[src/rtl/dma_multich_engine_pkg.sv]
// Shared types and constants for the multi-channel DMA engine.
package dma_pkg;

  // Sequencer states: wait for work, fetch a source word, store it.
  typedef enum logic [1:0] {
    IDLE = 2'd0,
    RD   = 2'd1,
    WR   = 2'd2
  } dma_state_e;

  // Per-channel register offsets within a channel's window.
  localparam logic [3:0] SRC_OFF  = 4'h0;
  localparam logic [3:0] DST_OFF  = 4'h4;
  localparam logic [3:0] LEN_OFF  = 4'h8;
  localparam logic [3:0] CTRL_OFF = 4'hC;
  localparam int         CH_STRIDE = 16;

  // Bit positions inside the CTRL register.
  localparam int CTRL_START  = 0;
  localparam int CTRL_BUSY   = 1;
  localparam int CTRL_DONE   = 2;
  localparam int CTRL_IRQ_EN = 3;

  // Stored CTRL state of one channel; START is a strobe and is never stored.
  typedef struct packed {
    logic irqEn;
    logic done;
    logic busy;
  } ch_ctrl_t;

  // CTRL as seen by the CPU, START always reading back as zero.
  function automatic logic [3:0] ctrlReadback(input ch_ctrl_t ctrl);
    logic [3:0] value;
    value              = 4'h0;
    value[CTRL_BUSY]   = ctrl.busy;
    value[CTRL_DONE]   = ctrl.done;
    value[CTRL_IRQ_EN] = ctrl.irqEn;
    return value;
  endfunction

endpackage

[src/rtl/dma_multich_engine_arbiter.sv]
// Combinational round-robin picker: first requester at or after the pointer.
module dma_rr_arbiter
  import dma_pkg::*;
#(
  parameter int NUM_CH = 4,
  parameter int IDX_W  = (NUM_CH > 1) ? $clog2(NUM_CH) : 1
) (
  input  logic [NUM_CH-1:0] i_req,
  input  logic [IDX_W-1:0]  i_ptr,
  output logic [NUM_CH-1:0] o_grantOh,
  output logic [IDX_W-1:0]  o_grantIdx,
  output logic              o_grantValid
);

  logic [IDX_W-1:0] w_cand;

  // Walk the channels starting at the pointer and stop at the first request.
  always_comb begin
    o_grantOh    = '0;
    o_grantIdx   = '0;
    o_grantValid = 1'b0;
    w_cand       = '0;
    for (int i = 0; i < NUM_CH; i++) begin
      w_cand = IDX_W'((int'(i_ptr) + i) % NUM_CH);
      if (!o_grantValid && i_req[w_cand]) begin
        o_grantValid      = 1'b1;
        o_grantIdx        = w_cand;
        o_grantOh[w_cand] = 1'b1;
      end
    end
  end

endmodule

[src/rtl/dma_multich_engine.sv]
// NUM_CH-channel memory-to-memory copy engine with a CPU register port and
// one shared req/ack memory master, arbitrated word by word round-robin.
module dma_multich_engine
  import dma_pkg::*;
#(
  parameter int DATA_W = 32,
  parameter int ADDR_W = 32,
  parameter int NUM_CH = 4,
  parameter int LEN_W  = 16
) (
  input  logic              clk,
  input  logic              reset,
  input  logic [ADDR_W-1:0] addr,
  input  logic              wr_en,
  input  logic              valid,
  input  logic [DATA_W-1:0] wdata,
  output logic [DATA_W-1:0] rdata,
  output logic              mem_req,
  output logic              mem_we,
  output logic [ADDR_W-1:0] mem_addr,
  output logic [DATA_W-1:0] mem_wdata,
  input  logic [DATA_W-1:0] mem_rdata,
  input  logic              mem_ack,
  output logic              irq
);

  localparam int                IDX_W      = (NUM_CH > 1) ? $clog2(NUM_CH) : 1;
  localparam logic [ADDR_W-1:0] REG_SPAN   = ADDR_W'(NUM_CH * CH_STRIDE);
  localparam logic [ADDR_W-1:0] WORD_BYTES = ADDR_W'(DATA_W / 8);
  localparam logic [LEN_W-1:0]  LEN_ONE    = LEN_W'(1);

  // Channel register file.
  logic [ADDR_W-1:0] r_src  [NUM_CH];
  logic [ADDR_W-1:0] r_dst  [NUM_CH];
  logic [LEN_W-1:0]  r_len  [NUM_CH];
  ch_ctrl_t          r_ctrl [NUM_CH];

  // Sequencer state; mem_wdata doubles as the word buffer between RD and WR.
  dma_state_e        r_state;
  logic [IDX_W-1:0]  r_rrPtr;
  logic [IDX_W-1:0]  r_grantIdx;
  logic [NUM_CH-1:0] r_grantOh;

  logic              w_inRange;
  logic [IDX_W-1:0]  w_chSel;
  logic [3:0]        w_regOff;
  logic              w_cpuWr;
  logic              w_wordDone;
  logic [NUM_CH-1:0] w_busyVec;
  logic [NUM_CH-1:0] w_grantOh;
  logic [IDX_W-1:0]  w_grantIdx;
  logic              w_grantAny;
  logic [DATA_W-1:0] w_readVal;

  assign w_inRange  = (addr < REG_SPAN);
  assign w_chSel    = addr[4 +: IDX_W];
  assign w_regOff   = {addr[3:2], 2'b00};
  assign w_cpuWr    = valid && wr_en && w_inRange;
  assign w_wordDone = (r_state == WR) && mem_ack;

  // Collect the BUSY flags as the arbiter request vector.
  always_comb begin
    w_busyVec = '0;
    for (int c = 0; c < NUM_CH; c++) begin
      w_busyVec[c] = r_ctrl[c].busy;
    end
  end

  dma_rr_arbiter #(
    .NUM_CH (NUM_CH),
    .IDX_W  (IDX_W)
  ) u_arbiter (
    .i_req        (w_busyVec),
    .i_ptr        (r_rrPtr),
    .o_grantOh    (w_grantOh),
    .o_grantIdx   (w_grantIdx),
    .o_grantValid (w_grantAny)
  );

  // CPU programming and hardware progress updates of every channel; the
  // hardware update is written last so a completing word beats a DONE clear.
  always_ff @(posedge clk or posedge reset) begin
    if (reset) begin
      for (int c = 0; c < NUM_CH; c++) begin
        r_src[c]  <= '0;
        r_dst[c]  <= '0;
        r_len[c]  <= '0;
        r_ctrl[c] <= '0;
      end
    end else begin
      for (int c = 0; c < NUM_CH; c++) begin
        if (w_cpuWr && (w_chSel == IDX_W'(c))) begin
          case (w_regOff)
            SRC_OFF: if (!r_ctrl[c].busy) r_src[c] <= ADDR_W'(wdata);
            DST_OFF: if (!r_ctrl[c].busy) r_dst[c] <= ADDR_W'(wdata);
            LEN_OFF: if (!r_ctrl[c].busy) r_len[c] <= LEN_W'(wdata);
            CTRL_OFF: begin
              r_ctrl[c].irqEn <= wdata[CTRL_IRQ_EN];
              if (wdata[CTRL_DONE]) begin
                r_ctrl[c].done <= 1'b0;
              end
              if (wdata[CTRL_START] && !r_ctrl[c].busy) begin
                if (r_len[c] == '0) begin
                  r_ctrl[c].done <= 1'b1;
                end else begin
                  r_ctrl[c].busy <= 1'b1;
                  r_ctrl[c].done <= 1'b0;
                end
              end
            end
            default: ;
          endcase
        end
        if (w_wordDone && r_grantOh[c]) begin
          r_src[c] <= r_src[c] + WORD_BYTES;
          r_dst[c] <= r_dst[c] + WORD_BYTES;
          r_len[c] <= r_len[c] - LEN_ONE;
          if (r_len[c] == LEN_ONE) begin
            r_ctrl[c].busy <= 1'b0;
            r_ctrl[c].done <= 1'b1;
          end
        end
      end
    end
  end

  // Register read mux; unmapped addresses return zero.
  always_comb begin
    w_readVal = '0;
    if (w_inRange) begin
      case (w_regOff)
        SRC_OFF:  w_readVal = DATA_W'(r_src[w_chSel]);
        DST_OFF:  w_readVal = DATA_W'(r_dst[w_chSel]);
        LEN_OFF:  w_readVal = DATA_W'(r_len[w_chSel]);
        CTRL_OFF: w_readVal = DATA_W'(ctrlReadback(r_ctrl[w_chSel]));
        default:  w_readVal = '0;
      endcase
    end
  end

  // Registered read data, held until the next read access.
  always_ff @(posedge clk or posedge reset) begin
    if (reset) begin
      rdata <= '0;
    end else if (valid && !wr_en) begin
      rdata <= w_readVal;
    end
  end

  // Level interrupt from any channel that is done with interrupts enabled.
  always_comb begin
    irq = 1'b0;
    for (int c = 0; c < NUM_CH; c++) begin
      irq = irq | (r_ctrl[c].done & r_ctrl[c].irqEn);
    end
  end

  // Word sequencer: grant, read the source word, write it out, rotate.
  always_ff @(posedge clk or posedge reset) begin
    if (reset) begin
      r_state    <= IDLE;
      r_rrPtr    <= '0;
      r_grantIdx <= '0;
      r_grantOh  <= '0;
      mem_req    <= 1'b0;
      mem_we     <= 1'b0;
      mem_addr   <= '0;
      mem_wdata  <= '0;
    end else begin
      case (r_state)
        IDLE: begin
          if (w_grantAny) begin
            r_grantIdx <= w_grantIdx;
            r_grantOh  <= w_grantOh;
            mem_req    <= 1'b1;
            mem_we     <= 1'b0;
            mem_addr   <= r_src[w_grantIdx];
            r_state    <= RD;
          end
        end
        RD: begin
          if (mem_ack) begin
            mem_wdata <= mem_rdata;
            mem_we    <= 1'b1;
            mem_addr  <= r_dst[r_grantIdx];
            r_state   <= WR;
          end
        end
        WR: begin
          if (mem_ack) begin
            mem_req <= 1'b0;
            mem_we  <= 1'b0;
            r_rrPtr <= (r_grantIdx == IDX_W'(NUM_CH - 1)) ? '0 : r_grantIdx + IDX_W'(1);
            r_state <= IDLE;
          end
        end
        default: r_state <= IDLE;
      endcase
    end
  end

endmodule
[config.mk]
export PLATFORM = sky130hd
export DESIGN_NAME = dma_multich_engine
export DESIGN_NICKNAME = d
export VERILOG_FILES = /design/src/rtl/dma_multich_engine_pkg.sv /design/src/rtl/dma_multich_engine_arbiter.sv /design/src/rtl/dma_multich_engine.sv
export SDC_FILE = /design/constraint.sdc
export NUM_CORES = 2
export LEC_CHECK = 0
export CAP_MARGIN = 20
export CELL_PAD_IN_SITES_DETAIL_PLACEMENT = 1
export CELL_PAD_IN_SITES_GLOBAL_PLACEMENT = 2
export CORE_UTILIZATION = 40
export DETAILED_ROUTE_END_ITERATION = 8
export PLACE_DENSITY = 0.94
export SYNTH_ARGS = -nofsm -noshare
export SYNTH_HDL_FRONTEND = slang
export SYNTH_HIERARCHICAL = 1
export SYNTH_SLANG_ARGS = --single-unit
[constraint.sdc]
create_clock -name clk -period 48.5 [get_ports clk]
set_clock_uncertainty 0.2 [all_clocks]
set_input_delay 9.7 -clock clk [delete_from_list [all_inputs] [get_ports clk]]
set_output_delay 9.7 -clock clk [all_outputs]
set_load 0.01 [all_outputs]
# Word-level counts from Yosys, hierarchy flattened
# Index checks and enable logic that the tools add are counted.
# W data, S select, Z words.
[totals]
register_bits = 440
input_bits = 101
[op_classes]
addsub = 16
order_cmp = 12
bitwise_logic = 13
eq_ne = 20
n_reduce_logical = 80
muxes = 138
[ops]
columns = ["cell", "count"]
rows = [
  ["$mux W32", 39],
  ["$mux W16", 18],
  ["$add A32 B3 Y32 const B", 8],
  ["$bmux W32 S2", 4],
  ["$pmux W32 S4", 1],
  ["$eq A16 B1 Y1 const B", 4],
  ["$logic_not A16 Y1", 4],
  ["$pmux W32 S2", 1],
  ["$sub A16 B1 Y16 const B", 4],
  ["$mux W2", 28],
  ["$reduce_and A3 Y1", 15],
  ["$reduce_bool A2 Y1", 18],
  ["$bmux W16 S2", 1],
  ["$lt A32 B7 Y1 const B", 1],
  ["$mux W1", 28],
  ["$logic_and A1 B1 Y1", 23],
  ["$mux W4", 4],
  ["$reduce_and A2 Y1", 7],
  ["$eq A2 B2 Y1 const B", 6],
  ["$lt A2 B3 Y1 const B", 4],
  ["$or A4 B4 Y4", 3],
  ["$ne A2 B1 Y1 const B", 5],
  ["$ge A3 B3 Y1 const B", 3],
  ["$not A2 Y3", 3],
  ["19 further kinds", 47],
]

# Depth between registers and ports, before layout
[logic_depth]
ltp_word = 18
ltp_mapped = 13
depth_no_buf = 9

# Hierarchy
# The synthesis kept the hierarchy.
[by_module_without_submodules]
columns = ["mod", "area_per_inst_um2", "seq_area_each_um2", "cells_per_inst", "instances"]
rows = [
  ["dma_multich_engine", 27866.7, 11010.6, 2884, 1],
  ["dma_rr_arbiter", 419.2, 0.0, 45, 1],
]

# Worst setup path after synthesis
# Ideal clock, no wire load.
[synth_timing]
kind = "input to register"
from = "in addr[12]"
to = "reg r_ctrl[5] in the netlist's numbering"
required_time_ns = 48.175
n_path_buf = 2
path_slack_ns = 36.326
setup_ns = 0.125
arrival_ns = 11.849
stages = 7
path_cell_list = "or4_1 buf_2 or3_1 or3_1 buf_2 nor3b_1 mux2_2"
[synth_between]
elab_chain_len = 4
[synth_rtl]
columns = ["item", "line_no", "rtl"]
rows = [
  ["start, declared", "dma_multich_engine.sv:13", "input logic [ADDR_W-1:0] addr,"],
  ["$lt A32 B7 Y1", "dma_multich_engine.sv:55", "assign w_inRange = (addr < REG_SPAN);"],
  ["$logic_and A1 B1 Y1", "dma_multich_engine.sv:58", "assign w_cpuWr = valid && wr_en && w_inRange;"],
  ["$logic_and A1 B1 Y1", "dma_multich_engine.sv:92", "if (w_cpuWr && (w_chSel == IDX_W'(c))) begin"],
  ["$reduce_and A2 Y1 (no line)", "n/a", ""],
  ["end, declared", "dma_multich_engine.sv:36", "ch_ctrl_t r_ctrl [NUM_CH];"],
]
# No other way between the ends.
# A chain may end at the register's enable or synchronous reset.

# Final worst setup path
[layout_timing]
from = "in mem_ack"
to = "reg r_len[27] in the netlist's numbering"
[layout_between]
elab_chain_len = 4
elab_cells_between_ends = 7
cone_classes = "1 x eq/ne; 1 x mux; 5 x reduce/logical"
[layout_rtl]
columns = ["item", "line_no", "rtl"]
rows = [
  ["start, declared", "dma_multich_engine.sv:23", "input logic mem_ack,"],
  ["$logic_and A1 B1 Y1 *", "dma_multich_engine.sv:59", "assign w_wordDone = (r_state == WR) && mem_ack;"],
  ["$logic_and A1 B1 Y1 *", "dma_multich_engine.sv:114", "if (w_wordDone && r_grantOh[c]) begin"],
  ["$ne A2 B1 Y1 (no line) or $reduce_bool A2 Y1 (tied branches)", "n/a", ""],
  ["$reduce_and A3 Y1 (no line)", "n/a", ""],
  ["end signal, assigned by index", "dma_multich_engine.sv:96", "LEN_OFF: if (!r_ctrl[c].busy) r_len[c] <= LEN_W'(wdata);"],
  ["end signal, assigned by index", "dma_multich_engine.sv:117", "r_len[c] <= r_len[c] - LEN_ONE;"],
  ["end, declared", "dma_multich_engine.sv:35", "logic [LEN_W-1:0] r_len [NUM_CH];"],
]
# Every way passes the cells marked *; elsewhere a longest branch is shown, timed or not.

==> metrics.md <==
| Metric | Value |
|---|---|
| Status | `completed` |
| Number of synthesized register bits | `440` |
| CP max-delay cell | `nor2_1` |
| Max-slew violations | `0` |
| P&R area growth vs syn | `16.0%` |
| Die Height | `268 um` |
| Synthesized area | `28,300 sq um` |
| Detailed Routing Iterations Pass 1 | `6` |
| Total GRT Usage | `32.6%` |
| Worst-Margin Slew | `1.15 ns` |
| Worst VDD drop | `0.0393 mV` |
| First-pass GRT wire length | `176 mm` |
| CP Data Required Time | `48.82 ns` |
| Worst Reg-to-Reg Cells | `9` |
| Top post-synthesis cells by count | `dfrtp_1 (440), nor2_1 (295), nand2_1 (218)` |
| Reg clk slew, reported paths | `0.06 ns` |
| Static Leakage | `13.1 nW` |
| Die width | `268 um` |
| Hold slack | `0.288 ns` |
| Top cells by area, synth | `dfrtp_1 (39%), mux4_2 (12%), nor2_1 (3.9%)` |
| Initial antenna violation count | `1` |
| Net Count, Synth | `3,056` |
| Reg2reg start | `r_rrPtr[0]$_DFFE_PP0P_` |
| Postcts setup bufs | `0` |
| Starting DRT DRC Count | `2,998` |
| Ys async rst share | `100%` |
| # hold bufs at CTS | `0` |
| Final non-filler cell total | `3,986` |
| Final ANT Viol Nets | `0` |
| Reg2reg setup slack | `43.92 ns` |
| Standard-cell rows | `97` |
| Worst Hold Depth | `2` |
| Vias in the first global route | `27,700` |
| TritonCTS clock tree | `done` |
| Post-layout util | `46.9%` |
| Synthesized instance count | `2,929` |
| CP startpoint kind | `input port` |
| Relative slew margins | `23.4%` |
| CTS buffer count | `50` |
| Final #Nets | `3,135` |
| # clock sinks | `440` |
| Fin crit period | `12.80 ns` |
| Worst Hold Launch | `rdata[19]$_DFFE_PP0P_` |
| Max-Cap Viols | `0` |
| Port-buffer cells | `197` |
| Clk_lat worst skew | `0.62 ns` |
| Seq/Total Area, Yosys | `38.9%` |
| Post-CTS sizing | `0` |
| Worst r2r dst | `mem_addr[2]$_DFFE_PP0P_` |
| Wirelength per Cell | `29.7 um` |
| Vias | `27,500` |
| H-Tree Depth | `2` |
| Die area | `71,800 sq um` |
| Largest net degree at the start of global routing | `101` |
| Crit path max-delay family | `simple AND/OR/NAND/NOR gates` |
| Dpl hpwl | `85.8 mm` |
| Crit path largest cell delay | `0.75 ns` |
| P per Cell Area | `46.4 nW/um^2` |
| Kind of critical path | `in -> reg` |
| IO Pins | `200` |
| CP Cell Sequence | `clkdlybuf4s50_1, and4b_2, buf_4, nor2_1, nand3_1, and3_1, nor3_1` |
| GPL Wtd Cong | `0.992` |
| RSZ-0062 raised after global routing | `false` |
| Vias per cell | `6.91` |
| Hold endpoint | `rdata[19]$_DFFE_PP0P_` |
| Yosys Warn Count | `6` |
| Synth top area share | `38.9%` |
| Final hold violations | `0` |
| CTS root buf | `clkbuf_16` |
| Post-synth EDFFs | `0` |
| Synth cell types | `81` |
| Tcrit/Tclk final | `26.4%` |
| Most frequent cell after synthesis | `dfrtp_1` |
| WP buf/inv | `2` |
| Yosys top cell by area | `dfrtp_1` |
| Share of cells above drive strength 1 | `12.9%` |
| Starting Density | `40.4%` |
| Setup TNS | `0 ns` |
| DR DRC count | `0` |
| Avg Cell Area, Syn | `9.66 sq um` |
| Final Setup Violations | `0` |
| Max Buffers Root-to-Sink | `3` |
| DRT Wirelength | `118 mm` |
| Worst Hold Class | `reg -> reg` |
| Placed insts | `3,888` |
| Data arrival time of the critical path | `13.13 ns` |
| CP max FO | `61` |
| GRT overflow | `0` |
| Max Clock Freq | `0.0781 GHz` |
| Setup crit end kind | `flip-flop` |
| CORE AREA | `70,000 sq um` |
| Post-synth top flop | `dfrtp_1` |
[state kept, by name (all words and copies together), names as in the netlist]
signal	cells
mem_addr	32
mem_req	1
mem_wdata	32
mem_we	1
r_ctrl	12
r_dst	128
r_grantIdx	2
r_grantOh	4
r_len	64
r_rrPtr	2
r_src	128
r_state	2
rdata	32
[logic make-up after synthesis]
group,after synthesis,share of synthesized area [%]
flops,440,38.9
xor+xnor,20,0.619
compound gates,639,15.7
mux,287,17.1
simple gates,1218,22.3
buf+inv,299,4.19
fa+ha+maj,26,1.15
[per-stage QoR]
stage | setup WS [ns] | power (mW) | cell area, sq um
finish | 35.70 | 1.52 | 32800
global route | 35.69 | 1.58 | 32800
CTS | 35.52 | 1.50 | 32700
detailed placement | 34.88 | 1.08 | 30900
global placement | 35.09 | 1.05 | 30900
floorplan | 26.34 | 0.856 | 28300
[cells in the final DEF, fill, tap and decap left out, drive strengths merged, types with 21 or more instances in the layout]
| cell | count |
|---|---|
| buf | 62 |
| inv | 68 |
| or3 | 28 |
| and4 | 42 |
| nor2 | 295 |
| nand4 | 70 |
| a311oi | 21 |
| nand2 | 218 |
| ha | 26 |
| a211oi | 134 |
| dfrtp | 440 |
| o22ai | 23 |
| o31ai | 26 |
| mux2 | 51 |
| or4 | 24 |
| o21ai | 92 |
| a21oi | 118 |
| and2 | 30 |
| clkbuf | 74 |
| nor4 | 58 |
| o211ai | 23 |
| and3 | 63 |
| mux4 | 151 |
| nand3 | 129 |
| a31oi | 43 |
| mux2i | 85 |
| nor3 | 199 |
| clkdlybuf4s50 | 195 |
[layer usage]
metal | share of wire, % | vias to the layer above | global-route usage [%] | routed length [um]
met4 | 5.5 | 0 | 16.3 | 6490
met3 | 10 | 351 | 7.64 | 12100
met5 | 0 | - | 0 | 0
li1 | - | 11500 | - | -
met2 | 46 | 1570 | 51.5 | 54000
met1 | 39 | 14100 | 42.0 | 45800
[power by group]
group	switching, mW	internal (mW)
registers	0.0994	0.435
logic	0.314	0.259
clock network	0.167	0.249
[worst register-to-register path, delay by kind of cell (launching register included)]
family,cells,cell delay [ns]
muxes,3,1.35
DFF,1,0.72
AOI/OAI and AO/OA,3,1.37
adders and majority gates,1,0.40
buffers and inverters,2,0.41
[final cells by class]
type                            count  area (sq um)
Sequential cell                   440         11000
Timing Repair Buffer              258          2490
Inverter                           68           263
Fill cell                        7748         37200
Tap cell                          940          1180
Clock inverter                     16           263
Clock buffer                       73          1490
Antenna cell                        1          2.50
Multi-Input combinational cell   2190         16100
[how the worst max path moves through the flow]
stage,start,endpoint,slack [ns],cells past startpoint
after floorplan,reset,mem_addr[0]$_DFFE_PP0P_,26.34,1
after global placement,mem_ack,r_src[59]$_DFFE_PP0P_,35.09,7
after detailed placement,mem_ack,r_src[59]$_DFFE_PP0P_,34.88,7
after CTS,mem_ack,r_src[50]$_DFFE_PP0P_,35.52,7
after global routing,mem_ack,r_len[46]$_DFFE_PP0P_,35.69,7
final,mem_ack,r_len[27]$_DFFE_PP0P_,35.70,7
(Power assumes the default switching activity.)
